`config.mk`:
```
export PLATFORM = sky130hd
export DESIGN_NAME = dot_product_sequencer
export DESIGN_NICKNAME = d
export VERILOG_FILES = /design/src/rtl/dot_product_sequencer.sv
export SDC_FILE = /design/constraint.sdc
export NUM_CORES = 1
export LEC_CHECK = 0
export BUFFER_PORTS_ARGS = -buffer_cell sky130_fd_sc_hd__buf_2
export CAP_MARGIN = 20
export CORE_MARGIN = 8
export CORE_UTILIZATION = 42
export CTS_CLUSTER_DIAMETER = 80
export DETAILED_ROUTE_END_ITERATION = 12
export GPL_TIMING_DRIVEN = 0
export PLACE_DENSITY_LB_ADDON = 0.25
export SETUP_SLACK_MARGIN = 0.15
export SKIP_LAST_GASP = 1
export SLEW_MARGIN = 15
export SYNTH_ARGS = -nofsm -noshare
export SYNTH_HDL_FRONTEND = slang
export SYNTH_SLANG_ARGS = --single-unit
```
`constraint.sdc`:
```
create_clock -name clk -period 1.35 [get_ports clk]
set_input_delay 0.0675 -clock clk [delete_from_list [all_inputs] [get_ports clk]]
set_output_delay 0.0675 -clock clk [all_outputs]
set_load 0.02 [all_outputs]
```
`src/rtl/dot_product_sequencer.sv`:
```
// dot_product_sequencer: job controller for the dot-product datapath.
// A start pulse latches a source base, destination base and pair count.
// For each pair the block reads mem1/mem2, issues the operands over a
// valid/ready handshake, waits for the result and writes it to mem3.
//
// Optional build macro: DOT_SEQ_TIMEOUT_EN adds a result-wait timeout and
// the sticky timeout_err output.
//
// Ports:
//   clk, rst_n                 clock, asynchronous active-low reset
//   start, abort               job start pulse, synchronous job cancel
//   src_base, dst_base         first read / first write address
//   job_count                  number of pairs, 0..2^ADDR_WIDTH
//   busy, done                 job active, one-cycle completion pulse
//   mem_read_en/_address       read strobe and address shared by mem1/mem2
//   mem1_data_out/mem2_data_out read data, valid one cycle after the strobe
//   dp_valid/dp_vec_a/dp_vec_b operands to the dot-product unit
//   dp_ready                   dot-product unit accepts operands
//   dp_result_valid/dp_result  result from the dot-product unit
//   mem3_write_en/_address     result write strobe and address
//   mem3_data_in               result, zero-extended
//   timeout_err                sticky timeout flag (DOT_SEQ_TIMEOUT_EN only)
module dot_product_sequencer #(
  parameter int unsigned DATA_WIDTH           = 32,
  parameter int unsigned VECTOR_ELEMENT_WIDTH = 8,
  parameter int unsigned RESULT_WIDTH         = 2 * VECTOR_ELEMENT_WIDTH,
  parameter int unsigned ADDR_WIDTH           = 5
`ifdef DOT_SEQ_TIMEOUT_EN
  , parameter int unsigned TIMEOUT_CYCLES     = 64
`endif
) (
  input  logic                    clk,
  input  logic                    rst_n,
  input  logic                    start,
  input  logic [ADDR_WIDTH-1:0]   src_base,
  input  logic [ADDR_WIDTH-1:0]   dst_base,
  input  logic [ADDR_WIDTH:0]     job_count,
  input  logic                    abort,
  output logic                    busy,
  output logic                    done,
  output logic                    mem_read_en,
  output logic [ADDR_WIDTH-1:0]   mem_read_address,
  input  logic [DATA_WIDTH-1:0]   mem1_data_out,
  input  logic [DATA_WIDTH-1:0]   mem2_data_out,
  output logic                    dp_valid,
  output logic [DATA_WIDTH-1:0]   dp_vec_a,
  output logic [DATA_WIDTH-1:0]   dp_vec_b,
  input  logic                    dp_ready,
  input  logic                    dp_result_valid,
  input  logic [RESULT_WIDTH-1:0] dp_result,
  output logic                    mem3_write_en,
  output logic [ADDR_WIDTH-1:0]   mem3_write_address,
  output logic [DATA_WIDTH-1:0]   mem3_data_in
`ifdef DOT_SEQ_TIMEOUT_EN
  , output logic                  timeout_err
`endif
);

  localparam int unsigned CNT_W = ADDR_WIDTH + 1;

  localparam logic [2:0] IDLE     = 3'd0;
  localparam logic [2:0] READ     = 3'd1;
  localparam logic [2:0] CAPTURE  = 3'd2;
  localparam logic [2:0] ISSUE    = 3'd3;
  localparam logic [2:0] WAIT_RES = 3'd4;
  localparam logic [2:0] WRITE    = 3'd5;
  localparam logic [2:0] FINISH   = 3'd6;

  logic [2:0]              state, state_nxt;
  logic [CNT_W-1:0]        cnt, cnt_nxt;
  logic [ADDR_WIDTH-1:0]   src_nxt, dst_nxt;
  logic [DATA_WIDTH-1:0]   vec_a_nxt, vec_b_nxt, wdata_nxt;
  logic                    busy_nxt, done_nxt, rd_en_nxt, dp_valid_nxt, wr_en_nxt;

`ifdef DOT_SEQ_TIMEOUT_EN
  localparam int unsigned TO_W = $clog2(TIMEOUT_CYCLES + 1);
  logic [TO_W-1:0] to_cnt, to_cnt_nxt;
  logic            timeout_err_nxt;
`endif

  // Next-state and next-output logic; the address registers double as the
  // job's source/destination pointers.
  always_comb begin
    state_nxt = state;
    cnt_nxt   = cnt;
    src_nxt   = mem_read_address;
    dst_nxt   = mem3_write_address;
    vec_a_nxt = dp_vec_a;
    vec_b_nxt = dp_vec_b;
    wdata_nxt = mem3_data_in;
`ifdef DOT_SEQ_TIMEOUT_EN
    to_cnt_nxt      = '0;
    timeout_err_nxt = timeout_err;
`endif
    case (state)
      IDLE: begin
        if (start && !abort) begin
          src_nxt   = src_base;
          dst_nxt   = dst_base;
          cnt_nxt   = job_count;
          state_nxt = (job_count == '0) ? FINISH : READ;
`ifdef DOT_SEQ_TIMEOUT_EN
          timeout_err_nxt = 1'b0;
`endif
        end
      end
      READ:    state_nxt = CAPTURE;
      CAPTURE: begin
        vec_a_nxt = mem1_data_out;
        vec_b_nxt = mem2_data_out;
        state_nxt = ISSUE;
      end
      ISSUE: begin
        if (dp_ready) state_nxt = WAIT_RES;
      end
      WAIT_RES: begin
        if (dp_result_valid) begin
          wdata_nxt = DATA_WIDTH'(dp_result);
          state_nxt = WRITE;
        end
`ifdef DOT_SEQ_TIMEOUT_EN
        else if (to_cnt == TO_W'(TIMEOUT_CYCLES - 1)) begin
          timeout_err_nxt = 1'b1;
          state_nxt       = IDLE;
        end else begin
          to_cnt_nxt = to_cnt + TO_W'(1);
        end
`endif
      end
      WRITE: begin
        src_nxt   = mem_read_address + ADDR_WIDTH'(1);
        dst_nxt   = mem3_write_address + ADDR_WIDTH'(1);
        cnt_nxt   = cnt - CNT_W'(1);
        state_nxt = (cnt == CNT_W'(1)) ? FINISH : READ;
      end
      FINISH:  state_nxt = IDLE;
      default: state_nxt = IDLE;
    endcase

    // Abort overrides every transition out of an active state.
    if (abort && (state != IDLE)) state_nxt = IDLE;

    // Strobes are high for the whole cycle spent in their state.
    busy_nxt     = (state_nxt != IDLE);
    done_nxt     = (state == FINISH) && !abort;
    rd_en_nxt    = (state_nxt == READ);
    dp_valid_nxt = (state_nxt == ISSUE);
    wr_en_nxt    = (state_nxt == WRITE);
  end

  // State and output registers.
  always_ff @(posedge clk or negedge rst_n) begin
    if (!rst_n) begin
      state              <= IDLE;
      cnt                <= '0;
      busy               <= 1'b0;
      done               <= 1'b0;
      mem_read_en        <= 1'b0;
      mem_read_address   <= '0;
      dp_valid           <= 1'b0;
      dp_vec_a           <= '0;
      dp_vec_b           <= '0;
      mem3_write_en      <= 1'b0;
      mem3_write_address <= '0;
      mem3_data_in       <= '0;
`ifdef DOT_SEQ_TIMEOUT_EN
      to_cnt             <= '0;
      timeout_err        <= 1'b0;
`endif
    end else begin
      state              <= state_nxt;
      cnt                <= cnt_nxt;
      busy               <= busy_nxt;
      done               <= done_nxt;
      mem_read_en        <= rd_en_nxt;
      mem_read_address   <= src_nxt;
      dp_valid           <= dp_valid_nxt;
      dp_vec_a           <= vec_a_nxt;
      dp_vec_b           <= vec_b_nxt;
      mem3_write_en      <= wr_en_nxt;
      mem3_write_address <= dst_nxt;
      mem3_data_in       <= wdata_nxt;
`ifdef DOT_SEQ_TIMEOUT_EN
      to_cnt             <= to_cnt_nxt;
      timeout_err        <= timeout_err_nxt;
`endif
    end
  end

endmodule

```
==> metrics <==
Final Cell Area 7580 um^2; proportion of power drawn by combinational gates 0.521; Max FO, Critical Path 8; placed wire-length estimate 9.24 mm; die height 119 um; Die W 119 um; Pint 9.32 mW; post-synthesis mux area share 0.206; synth warn 0; # diodes 0; Adder-Cell Fraction of Synth Area 0.0112; slowest cell delay on critical path 0.43 ns; DP Area between 5000 and 6000 um^2; Static Leak 3.73 nW; CTS tree done; initial DRC count roughly 200; clk_lat worst skew 0.37 ns; Synth Area in XOR/XNOR 0; Flop pwr share 0.354; crit path launch state[1]; Clk network pwr share 0.124; fin nets 787; R2R Setup Slk -0.22 ns; layout cells sized above 1 0.547; Setup crit end mem3_data_in[14]; final setup fails 101; Yosys cell types 43; Worst EP arrival 1.83 ns; core area 10,300 um^2; final cell count without fillers 822; Post-Synth Simple-Gate Area 0.0813; CP Class reg2reg; WL/cell 18.8 um; CP endpoint kind register; Routed WL roughly 15 mm; placed insts ~690; Worst VDD drop 1.32 mV; global route overflow 0; # DRC 0; vias in the first global route 4,221; gpl congestion 0.832; Area Growth Syn to Fin 69.3%; I/O Buffers 195; average size of a mapped cell 13.2 um^2; worst setup margin -0.218 ns; commonest non-fill, non-tap cell in the layout buf_2; status complete, but fails checks; Peak Freq 638 MHz; Root Buffer clkbuf_8; clock skew around 0.013 ns; most frequent cells in the layout 196 x buf_2, 102 x dfrtp_1, 93 x dlygate4sd3_1, 46 x mux2_4, 34 x mux2_2; EDFF count, synth 0; global-route wire length before repair 22.8 mm; Final ANT Viol Nets 0; site row count 37; Worst EP required 1.61 ns; gr usage total 0.197; number of synthesized register bits approximately 100; power per cell area approximately 2100 nW/um^2; CTS Sinks 104; RSZ-0062 raised after global routing true; Net Sw Frac 0.406; Cell Area, Synth about 4500 um^2; number of iterations in the first detailed-routing pass 4; die area 14,200 um^2; worst hold path type in2reg; Net Sw Power 6.36 mW; total CTS buffers 9; pin count of the biggest net entering global routing 89; Initial Util 0.434; Slew Viols, Final 0; vias post-DR between 4,000 and 5,000; Final min period 1.57 ns; DR vias/cell 4.90; R2R cell count 6; Final Core Density 0.734; CP cell instances buf_6, nor2_4, and3_4, buf_12, clkbuf_16, mux2_4; slowest library cell on the worst path dfrtp_1; FFs w/ async S/R, synth 1.00; Synth Instances 340; IO Count 213; RR Endpoint mem3_data_in[14]; Max Cap Viol 0; Fin. Hold Viols 1; Seq/Total Area, Yosys 0.581; failing checks negative hold slack, negative setup slack; initial antenna violation count 0; clock tree buffer depth 2; Compound-Gate Fraction of Synth Area 0.0648; WHS -0.00788 ns; Critical Path Start Type register; CTS H-Tree Depth 3; Worst-path clk slew 0.11 ns; fillcell total between 600 and 700; period utilization 1.16; Reg2Reg Launch Point state[1]; commonest register cell after synthesis dfrtp_1; largest family of logic cells by synthesized area multiplexers
## sequential cells by signal, summed over array words and instances (netlist names)
register            count
dp_valid                1
mem_read_address        5
mem_read_en             1
busy                    1
mem3_data_in           16
mem3_write_address      5
dp_vec_b               32
cnt                     6
state                   3
mem3_write_en           1
dp_vec_a               32
done                    1
## layer usage
| metal | GRT usage | up-vias | routed length (um) |
|---|---|---|---|
| li1 | - | 1854 | - |
| met3 | 0.0595 | 16 | 1060 |
| met1 | 0.228 | 1995 | 6100 |
| met2 | 0.351 | 162 | 8060 |
| met5 | 0 | - | 0 |
| met4 | 0.0451 | 0 | 201 |
## critical path, delay by kind of cell (launching register included)
kind / cells / cell delay (ns)
DFF: 1 / 0.43
buffers and inverters: 3 / 0.43
muxes: 1 / 0.30
and+or+nand+nor: 2 / 0.32
## synth_stat cells (all sizes together), types with 2 or more instances
library cell	number	area (um^2)
a211oi	5	37.5
a21oi	12	60.1
a31oi	2	12.5
buf	30	216
clkbuf	2	7.51
dfrtp	104	2600
ha	4	50.1
inv	6	22.5
mux2	80	901
mux2i	2	20.0
nand2	16	60.1
nand2b	2	12.5
nand3	14	70.1
nand3b	2	27.5
nor2	22	97.6
nor3	5	25.0
nor4	2	18.8
o211ai	3	22.5
o21a	2	15.0
o21ai	10	61.3
or3	2	17.5
## area by class of cell
cell class / count / area [um^2] / share of cell area
plain buffers: 32 / 357 / 0.0470
clock buffers: 10 / 138 / 0.0182
clock inverters: 6 / 58.8 / 0.00776
inverters: 6 / 22.5 / 0.00297
multi-input cells: 214 / 1960 / 0.259
flip-flops and latches: 104 / 2610 / 0.344
well taps: 136 / 170 / 0.0224
repair buffers: 314 / 2270 / 0.299
## through the flow
| stage | power [mW] | hold slack (ns) | setup slack (ns) | setup TNS [ns] |
|---|---|---|---|---|
| finish | 15.7 | -0.00788 | -0.218 | -16.58 |
| CTS | 14.7 | -0.0326 | -0.220 | -13.80 |
| detailed placement | 12.1 | -0.0876 | -0.354 | -26.20 |
| global route | 16.5 | 0.00303 | -0.256 | -21.09 |
| floorplan | 9.73 | -0.228 | -0.109 | -7.43 |
| global placement | 11.9 | 0.299 | -0.889 | -115.51 |
## worst min-delay path by stage
stage,startpoint,end,depth (start not counted)
finish,start,busy,3
global route,dst_base[4],mem3_write_address[4],3
CTS,abort,done,2
detailed placement,rst_n,dp_vec_b[20],1
global placement,dp_result[2],mem3_data_in[2],2
floorplan,rst_n,busy,0
## logic make-up (layout without fill, tap and decap cells)
family / Yosys count / after routing
compound gates: 41 / 42
other cells: 1 / 16
mux: 82 / 82
fa+ha+maj: 4 / 4
flops: 104 / 104
buf+inv: 38 / 368
simple gates: 70 / 70
## what timing repair did
action                     in CTS  in global routing
gates resized for setup        38                 47
gates cloned                    1                  5
setup buffers                  13                  7
hold buffers                   92                  1
hold endpoints to repair      199                  4
pin swaps                      18                 13
setup endpoints to repair     102                103
## power groups by stage
stage	Clock, mW	Sequential (mW)	Combinational [mW]
after floorplan	0	7.09	2.64
after global placement	0	5.41	6.45
after detailed placement	0	5.50	6.59
after CTS	1.99	5.48	7.27
after global routing	2.15	5.74	8.66
final	1.95	5.56	8.18
No activity file was read; power rests on OpenSTA's default activity.
